## src/rtl/fp_add_pkg.sv

```systemverilog
// Shared types and constants for the FP adder control path.
package fp_add_pkg;

   typedef enum logic [2:0] {
      IDLE,
      LAUNCH,
      WAIT,
      HOLD,
      DRAIN
   } state_t;

   localparam int          FP_WIDTH    = 32;
   localparam logic [31:0] FP_QNAN     = 32'h7FC0_0000;
   localparam int          DEF_TIMEOUT = 48;
   localparam int          TIMER_W     = 7;

endpackage

```

## src/rtl/fp_add_sequencer.sv

```systemverilog
// Handshake front/back end around the fixed-latency FP adder delay stage:
// launches one add at a time, waits for done, and parks the sum on a result port.
module fp_add_sequencer
   import fp_add_pkg::*;
#(
   parameter int               WIDTH   = FP_WIDTH,
   parameter int               TIMEOUT = DEF_TIMEOUT,
   parameter logic [WIDTH-1:0] QNAN    = WIDTH'(FP_QNAN)
) (
   input  logic             clk_in,
   input  logic             rst_in,
   input  logic             op_valid,
   output logic             op_ready,
   input  logic [WIDTH-1:0] op_a,
   input  logic [WIDTH-1:0] op_b,
   output logic [WIDTH-1:0] add_a,
   output logic [WIDTH-1:0] add_b,
   output logic             add_start,
   input  logic             add_done,
   input  logic [WIDTH-1:0] add_sum,
   output logic             res_valid,
   input  logic             res_ready,
   output logic [WIDTH-1:0] res_data,
   output logic             res_timeout,
   output logic             busy
);

   localparam logic [TIMER_W-1:0] TIMER_LIMIT = TIMER_W'(TIMEOUT - 1);

   state_t             state;
   logic [TIMER_W-1:0] timer;
   logic [TIMER_W-1:0] timer_inc;
   logic [WIDTH-1:0]   hold_sum;
   logic               hold_timeout;
   logic               hold_pending;
   logic               done_seen;
   logic               slot_free;

   assign op_ready  = (state == IDLE);
   assign busy      = (state != IDLE);
   assign slot_free = !res_valid || res_ready;
   assign timer_inc = (timer == '1) ? timer : timer + 1'b1;

   always_ff @(posedge clk_in) begin
      if (rst_in) begin
         state        <= IDLE;
         timer        <= '0;
         add_a        <= '0;
         add_b        <= '0;
         add_start    <= 1'b0;
         res_valid    <= 1'b0;
         res_data     <= '0;
         res_timeout  <= 1'b0;
         hold_sum     <= '0;
         hold_timeout <= 1'b0;
         hold_pending <= 1'b0;
         done_seen    <= 1'b0;
      end else begin
         add_start <= 1'b0;
         // NOTE: a later non-blocking load in this block overrides this clear,
         // which is how a same-cycle reload keeps res_valid high.
         if (res_valid && res_ready) res_valid <= 1'b0;

         case (state)
            IDLE: begin
               if (op_valid) begin
                  add_a     <= op_a;
                  add_b     <= op_b;
                  add_start <= 1'b1;
                  state     <= LAUNCH;
               end
            end

            LAUNCH: begin
               timer <= '0;
               state <= WAIT;
            end

            WAIT: begin
               timer <= timer_inc;
               if (add_done) begin
                  timer <= '0;
                  if (slot_free) begin
                     res_data    <= add_sum;
                     res_valid   <= 1'b1;
                     res_timeout <= 1'b0;
                     state       <= IDLE;
                  end else begin
                     hold_sum     <= add_sum;
                     hold_timeout <= 1'b0;
                     state        <= HOLD;
                  end
               end else if (timer == TIMER_LIMIT) begin
                  timer     <= '0;
                  done_seen <= 1'b0;
                  state     <= DRAIN;
                  if (slot_free) begin
                     res_data    <= QNAN;
                     res_valid   <= 1'b1;
                     res_timeout <= 1'b1;
                  end else begin
                     hold_sum     <= QNAN;
                     hold_timeout <= 1'b1;
                     hold_pending <= 1'b1;
                  end
               end
            end

            HOLD: begin
               if (res_ready) begin
                  res_data    <= hold_sum;
                  res_timeout <= hold_timeout;
                  res_valid   <= 1'b1;
                  state       <= IDLE;
               end
            end

            // A late done may still be in flight; it must not reach the next operation.
            DRAIN: begin
               timer <= timer_inc;
               if (add_done) done_seen <= 1'b1;
               if (hold_pending) begin
                  if (res_ready) begin
                     res_data     <= hold_sum;
                     res_timeout  <= hold_timeout;
                     res_valid    <= 1'b1;
                     hold_pending <= 1'b0;
                  end
               end else if (add_done || done_seen || timer >= TIMER_LIMIT) begin
                  timer     <= '0;
                  done_seen <= 1'b0;
                  state     <= IDLE;
               end
            end

            default: state <= IDLE;
         endcase
      end
   end

endmodule

```

## config.mk

```make
export PLATFORM = sky130hd
export DESIGN_NAME = fp_add_sequencer
export DESIGN_NICKNAME = d
export VERILOG_FILES = /design/src/rtl/fp_add_pkg.sv /design/src/rtl/fp_add_sequencer.sv
export SDC_FILE = /design/constraint.sdc
export NUM_CORES = 1
export LEC_CHECK = 0
export ABC_AREA = 0
export BUFFER_PORTS_ARGS = -buffer_cell sky130_fd_sc_hd__buf_2
export CAP_MARGIN = 20
export CORE_ASPECT_RATIO = 0.75
export CORE_UTILIZATION = 47
export CTS_BUF_LIST = sky130_fd_sc_hd__clkbuf_2 sky130_fd_sc_hd__clkbuf_4 sky130_fd_sc_hd__clkbuf_8
export DETAILED_ROUTE_END_ITERATION = 7
export PLACE_DENSITY = 0.9
export SYNTH_ARGS = -nofsm -noshare
export SYNTH_HDL_FRONTEND = slang
export SYNTH_SLANG_ARGS = --single-unit
```

## constraint.sdc

```tcl
create_clock -name clk_in -period 1.8 [get_ports clk_in]
set_input_delay 0.36 -clock clk_in [delete_from_list [all_inputs] [get_ports clk_in]]
set_output_delay 0.36 -clock clk_in [all_outputs]
set_load 0.05 [all_outputs]
```

Word-level counts from Yosys, hierarchy flattened
Index checks and enable logic that the tools add are counted.
- register bits: 144
- bits of input ports: 101
- add/sub/neg operators: 1
- order comparisons: 1
- eq/ne operators: 16
- mux-type cells: 54
- bitwise logic cells: 2
- reduce and logical (&&, ||, !) cells: 18
- operator list (operator ; count):
    $mux W32 ; 10
    $pmux W32 S3 ; 1
    $mux W7 ; 5
    $mux W1 ; 25
    $pmux W7 S3 ; 1
    $mux W3 ; 6
    $ne A2 B2 Y1 const B ; 9
    $pmux W3 S5 ; 1
    $reduce_bool A3 Y1 ; 3
    $reduce_and A4 Y1 ; 2
    $add A7 B1 Y7 const B ; 1
    $eq A7 B6 Y1 const B ; 1
    $eq A7 B7 Y1 const B ; 1
    $ge A7 B6 Y1 const B ; 1
    $eq A3 B2 Y1 const B ; 2
    $pmux W1 S3 ; 2
    $reduce_and A3 Y1 ; 2
    $reduce_and A5 Y1 ; 1
    $pmux W1 S2 ; 2
    $reduce_bool A2 Y1 ; 2
    $eq A3 B1 Y1 const B ; 1
    $eq A3 B3 Y1 const B ; 1
    $logic_not A3 Y1 ; 1
    $logic_or A1 B1 Y1 ; 3
    7 further kinds ; 8

Depth between registers and ports, before layout
- depth in word-level cells: 6
- mapped depth: 9
- mapped depth without buffers: 6

Least setup slack after synthesis
OpenSTA, ideal clock, no wires.
- kind: flip-flop to flip-flop
- start: reg state[0]
- end: reg state[0]
- arrival time: 2.742 ns
- required time: 1.742 ns
- path slack: -1.000 ns
- cell stages (with the launch flop): 6
- period minus slack after synthesis: 2.800 ns
- cells stage by stage: dfxtp_1 -> buf_2 -> nor3_1 -> inv_1 -> a21oi_1 -> mux2_2
- longest elaborated chain between the ends: 3
- elaborated cells between the ends (all ways): 12
- those cells by class: eq/ne (9); mux (1); reduce/logical (2)
- ends and longest elaborated chain (element ; RTL line ; text):
    start, declared ; fp_add_sequencer.sv:30 ; state_t state;
    start signal, assigned ; fp_add_sequencer.sv:46 ; state <= IDLE;
    start signal, assigned ; fp_add_sequencer.sv:70 ; state <= LAUNCH;
    start signal, assigned ; fp_add_sequencer.sv:76 ; state <= WAIT;
    $logic_not A3 Y1 * ; - ;
    via op_ready ; fp_add_sequencer.sv:13 ; output logic op_ready,
    $ne A2 B2 Y1 (no line) ; - ;
    $reduce_and A5 Y1 (no line) ; - ;
The timed path passes the listed nets; every way through them passes the cells marked *.
A chain may end at the register's enable or synchronous reset.

Worst setup path after layout
- start: reg timer[0]
- end: reg res_data[15]
- longest elaborated chain between the ends: 3
- ends and longest elaborated chain (element ; RTL line ; text):
    start, declared ; fp_add_sequencer.sv:31 ; logic [TIMER_W-1:0] timer;
    start signal, assigned ; fp_add_sequencer.sv:80 ; timer <= timer_inc;
    start signal, assigned ; fp_add_sequencer.sv:120 ; timer <= timer_inc;
    $eq A7 B6 Y1 ; fp_add_sequencer.sv:93 ; end else if (timer == TIMER_LIMIT) begin
    $ne A3 B3 Y1 (no line) ; - ;
    $reduce_and A4 Y1 (no line) ; - ;
    end signal, assigned ; fp_add_sequencer.sv:84 ; res_data <= add_sum;
    end signal, assigned ; fp_add_sequencer.sv:111 ; res_data <= hold_sum;
    end signal, assigned ; fp_add_sequencer.sv:124 ; res_data <= hold_sum;
    end, declared ; fp_add_sequencer.sv:23 ; output logic [WIDTH-1:0] res_data,
Every way passes these cells.

==> results.md <==
- RR Endpoint: res_data[15]
- Clk slew on worst S/H paths: 0.08 ns
- FP Rows: 34
- ANT cells: 0
- Core region area: 11800 µm²
- Fin Setup TNS: -2.30 ns
- Top_reg_cell synth: dfxtp_1
- YS warnings: 0
- FF+latch count, synth: 144
- Reg power frac: 32.5%
- Syn_area_per_cell: 8.22 µm²
- CP bufs+invs: 4
- Largest net degree at the start of global routing: 66
- Final hold viol count: 0
- Initial antenna violation count: 0
- Crit path max-delay cell type: dfxtp_2
- Comb pwr share: 46.0%
- Clock skew: 0.0182 ns
- CTS sink count: 144
- Reg2Reg Launch Point: timer[0]
- Cts bufs inserted: 17
- Worst hold path class: in -> reg
- Peak supply drop: 947 µV
- Pwr dens: 1520 nW/µm²
- Htree depth: 4
- Crit path capture: res_data[15]
- Slew @ Worst Pin: 0.550 ns
- Placed Instances: 1051
- DR iter-0 viols: 445
- Fmax: 0.521 GHz
- Initial Util: 49.2%
- Total GRT Usage: 24.9%
- Mapped Area: 5820 µm²
- Via density: 5.51
- CP Launch Point: timer[0]
- Sw Share: 43.4%
- CP Class: reg -> reg
- Max-cap violations: 0
- DR WL/cell: 16.4 µm
- Min Tclk post-route: 1.92 ns
- Drt pass-1 iters: 6
- Crit end category: register
- Pleak: 0.00352 µW
- Post-route insts no fill: 1112
- EDFF count, synth: 0
- Hold buffers post-CTS: 0
- Final setup vio count: 44
- Area grow syn2layout: 41.3%
- Clock Path Buffers: 2
- CTS tree: done
- Detailed placer's ending HPWL: 10700 µm
- Yosys cell types: 46
- Layout cell share with drive strength beyond 1: 38.4%
- Root cell of the clock tree: clkbuf_8
- Status: finished, violations left
- Worst skew pair latency: 0.43 ns
- Largest stage delay on the critical path: 0.36 ns
- Final Worst Setup Slack: -0.119 ns
- DRT antenna net count: 0
- Die area: 12800 µm²
- Placer congestion estimate: 0.906
- Die height: 98.4 µm
- Internal power: 7070 µW
- Critical Path AT: 2.22 ns
- Startpoint types: register
- Drt drc: 0
- Sw Pwr: 5420 µW
- Max FO, Critical Path: 6
- CP Depth: 9
- Data required time of the critical path: 2.11 ns
- Final nets: 1039
- CP top delay family: buffers and inverters
- First-pass GRT wire length: 25000 µm
- Via Count: 6129
- Buffers added on ports: 201
- Vias in the first global route: 5261
- Synth async-reset ratio: 0%
- Violations in the final reports: negative setup slack
- Sequential cell area fraction in the yosys report: 49.5%
- Final wirelength: 18200 µm
- Slew HR: 63.3%
- Final cycle utilization of the critical path: 107%
- R2R setup slack: -0.12 ns
- Path depth of the worst reg2reg path: 9
- RSZ-0062 raised after global routing: true
- # IOs: 202
- Most frequent cells in the layout: 198 x buf_2, 168 x nand2_1, 139 x dfxtp_1, 80 x a21oi_1, 65 x nor2_1
- Crit-path cells: ha_4 > and3_4 > nor4b_4 > buf_6 > a2bb2oi_4 > buf_12 > buf_8 > clkbuf_16 > a311oi_2
- Syn Nets: 810
- Power share of the clock group: 21.5%
- Overflow after GRT: 0
- Max-slew violations: 0
- Commonest non-fill, non-tap cell in the layout: buf_2
- Die Span X: 131 µm
- Synthesized instance count: 708
## worst min path at each step
stage / slack, ns / depth (start not counted) / to / start
after floorplan: 0.45 / 2 / hold_sum[0] / hold_sum[0]
after global placement: 0.44 / 2 / res_data[28] / res_data[28]
after detailed placement: 0.44 / 2 / add_a[25] / add_a[25]
after CTS: 0.13 / 3 / add_b[12] / op_b[12]
after global routing: 0.13 / 3 / add_a[14] / op_a[14]
final: 0.16 / 3 / add_b[14] / op_b[14]
## synthesized netlist by cell type (2+ instances only)
master,number,area share (%)
a211oi_1,4,0.52
a21oi_1,82,7.0
a21oi_2,2,0.30
a221oi_1,2,0.30
a311o_1,9,1.5
a311oi_1,23,3.5
a311oi_2,10,2.6
a31oi_1,4,0.43
a32oi_1,23,3.5
and2_1,4,0.43
buf_1,2,0.13
buf_2,16,1.4
buf_4,2,0.26
buf_6,2,0.39
clkbuf_1,41,2.6
dfxtp_1,144,50
inv_1,16,1.0
nand2_1,170,11
nand3_1,27,2.3
nor2_1,75,4.8
nor2b_1,3,0.32
nor3_1,7,0.60
nor4_1,2,0.21
o211ai_1,4,0.52
o21ai_0,12,1.0
o31ai_1,2,0.26
## worst reg2reg max path, stage by stage, from the launching register on
cell,delay (ns)
dfxtp_2,0.36
ha_4,0.13
and3_4,0.19
nor4b_4,0.23
buf_6,0.17
a2bb2oi_4,0.16
buf_12,0.16
buf_8,0.14
clkbuf_16,0.17
a311oi_2,0.09
## cell families (layout without fill, tap and decap cells)
logic type,Yosys count,count (layout),synth area share (%)
and+or+nand+nor,297,297,21.4
AOI/OAI and AO/OA,185,185,22.8
DFF,144,144,49.5
buffers and inverters,79,321,5.82
adders and majority gates,1,1,0.215
xor gates and xnor gates,1,1,0.150
muxes,1,1,0.193
## final cells by class
cell class              count  area [µm²]
inverters                  16        60.1
multi-input cells         485        2790
clock inverters            12         158
clock buffers              20         263
fillers                   951        3600
repair buffers            273        1860
well taps                 162         203
flip-flops and latches    144        2890
## repair_timing
item	4_1_cts	5_1_grt
pin swaps	6	29
buffers inserted	7	16
gates cloned	1	9
resized for setup	12	43
setup endpoints to repair	74	81
## layer usage
layer	share of wire, %	GRT usage [%]	up-vias
met5	0	0	-
met2	49	40.1	298
met3	9.2	6.90	30
met4	1.8	7.69	0
met1	40	32.1	2863
li1	-	-	2938
## state kept, by name, indices dropped and copies added, names as in the netlist
register      flops
res_valid         1
timer             7
state             3
hold_sum         32
add_a            32
hold_timeout      1
hold_pending      1
res_timeout       1
done_seen         1
res_data         32
add_start         1
add_b            32
## metrics by stage
stage,setup WS (ns),power [µW],cell area (µm²),util (%),hold slack (ns)
floorplan,-0.0492,7670,5870,-,0.454
global placement,-0.0379,8890,7250,61.3,0.438
detailed placement,-0.135,8990,7250,61.3,0.443
CTS,-0.0169,11800,7790,65.8,0.131
global route,-0.163,13100,8230,69.6,0.127
finish,-0.119,12500,8230,69.6,0.160
## power by group through the flow
stage / clock network [µW] / registers [µW] / logic (µW)
after detailed placement: 0 / 4100 / 4900
final: 2690 / 4060 / 5750
after global routing: 2890 / 4120 / 6080
after CTS: 2730 / 4030 / 5070
after floorplan: 0 / 5820 / 1850
after global placement: 0 / 4060 / 4830
Power figures use the tool's default switching activity.
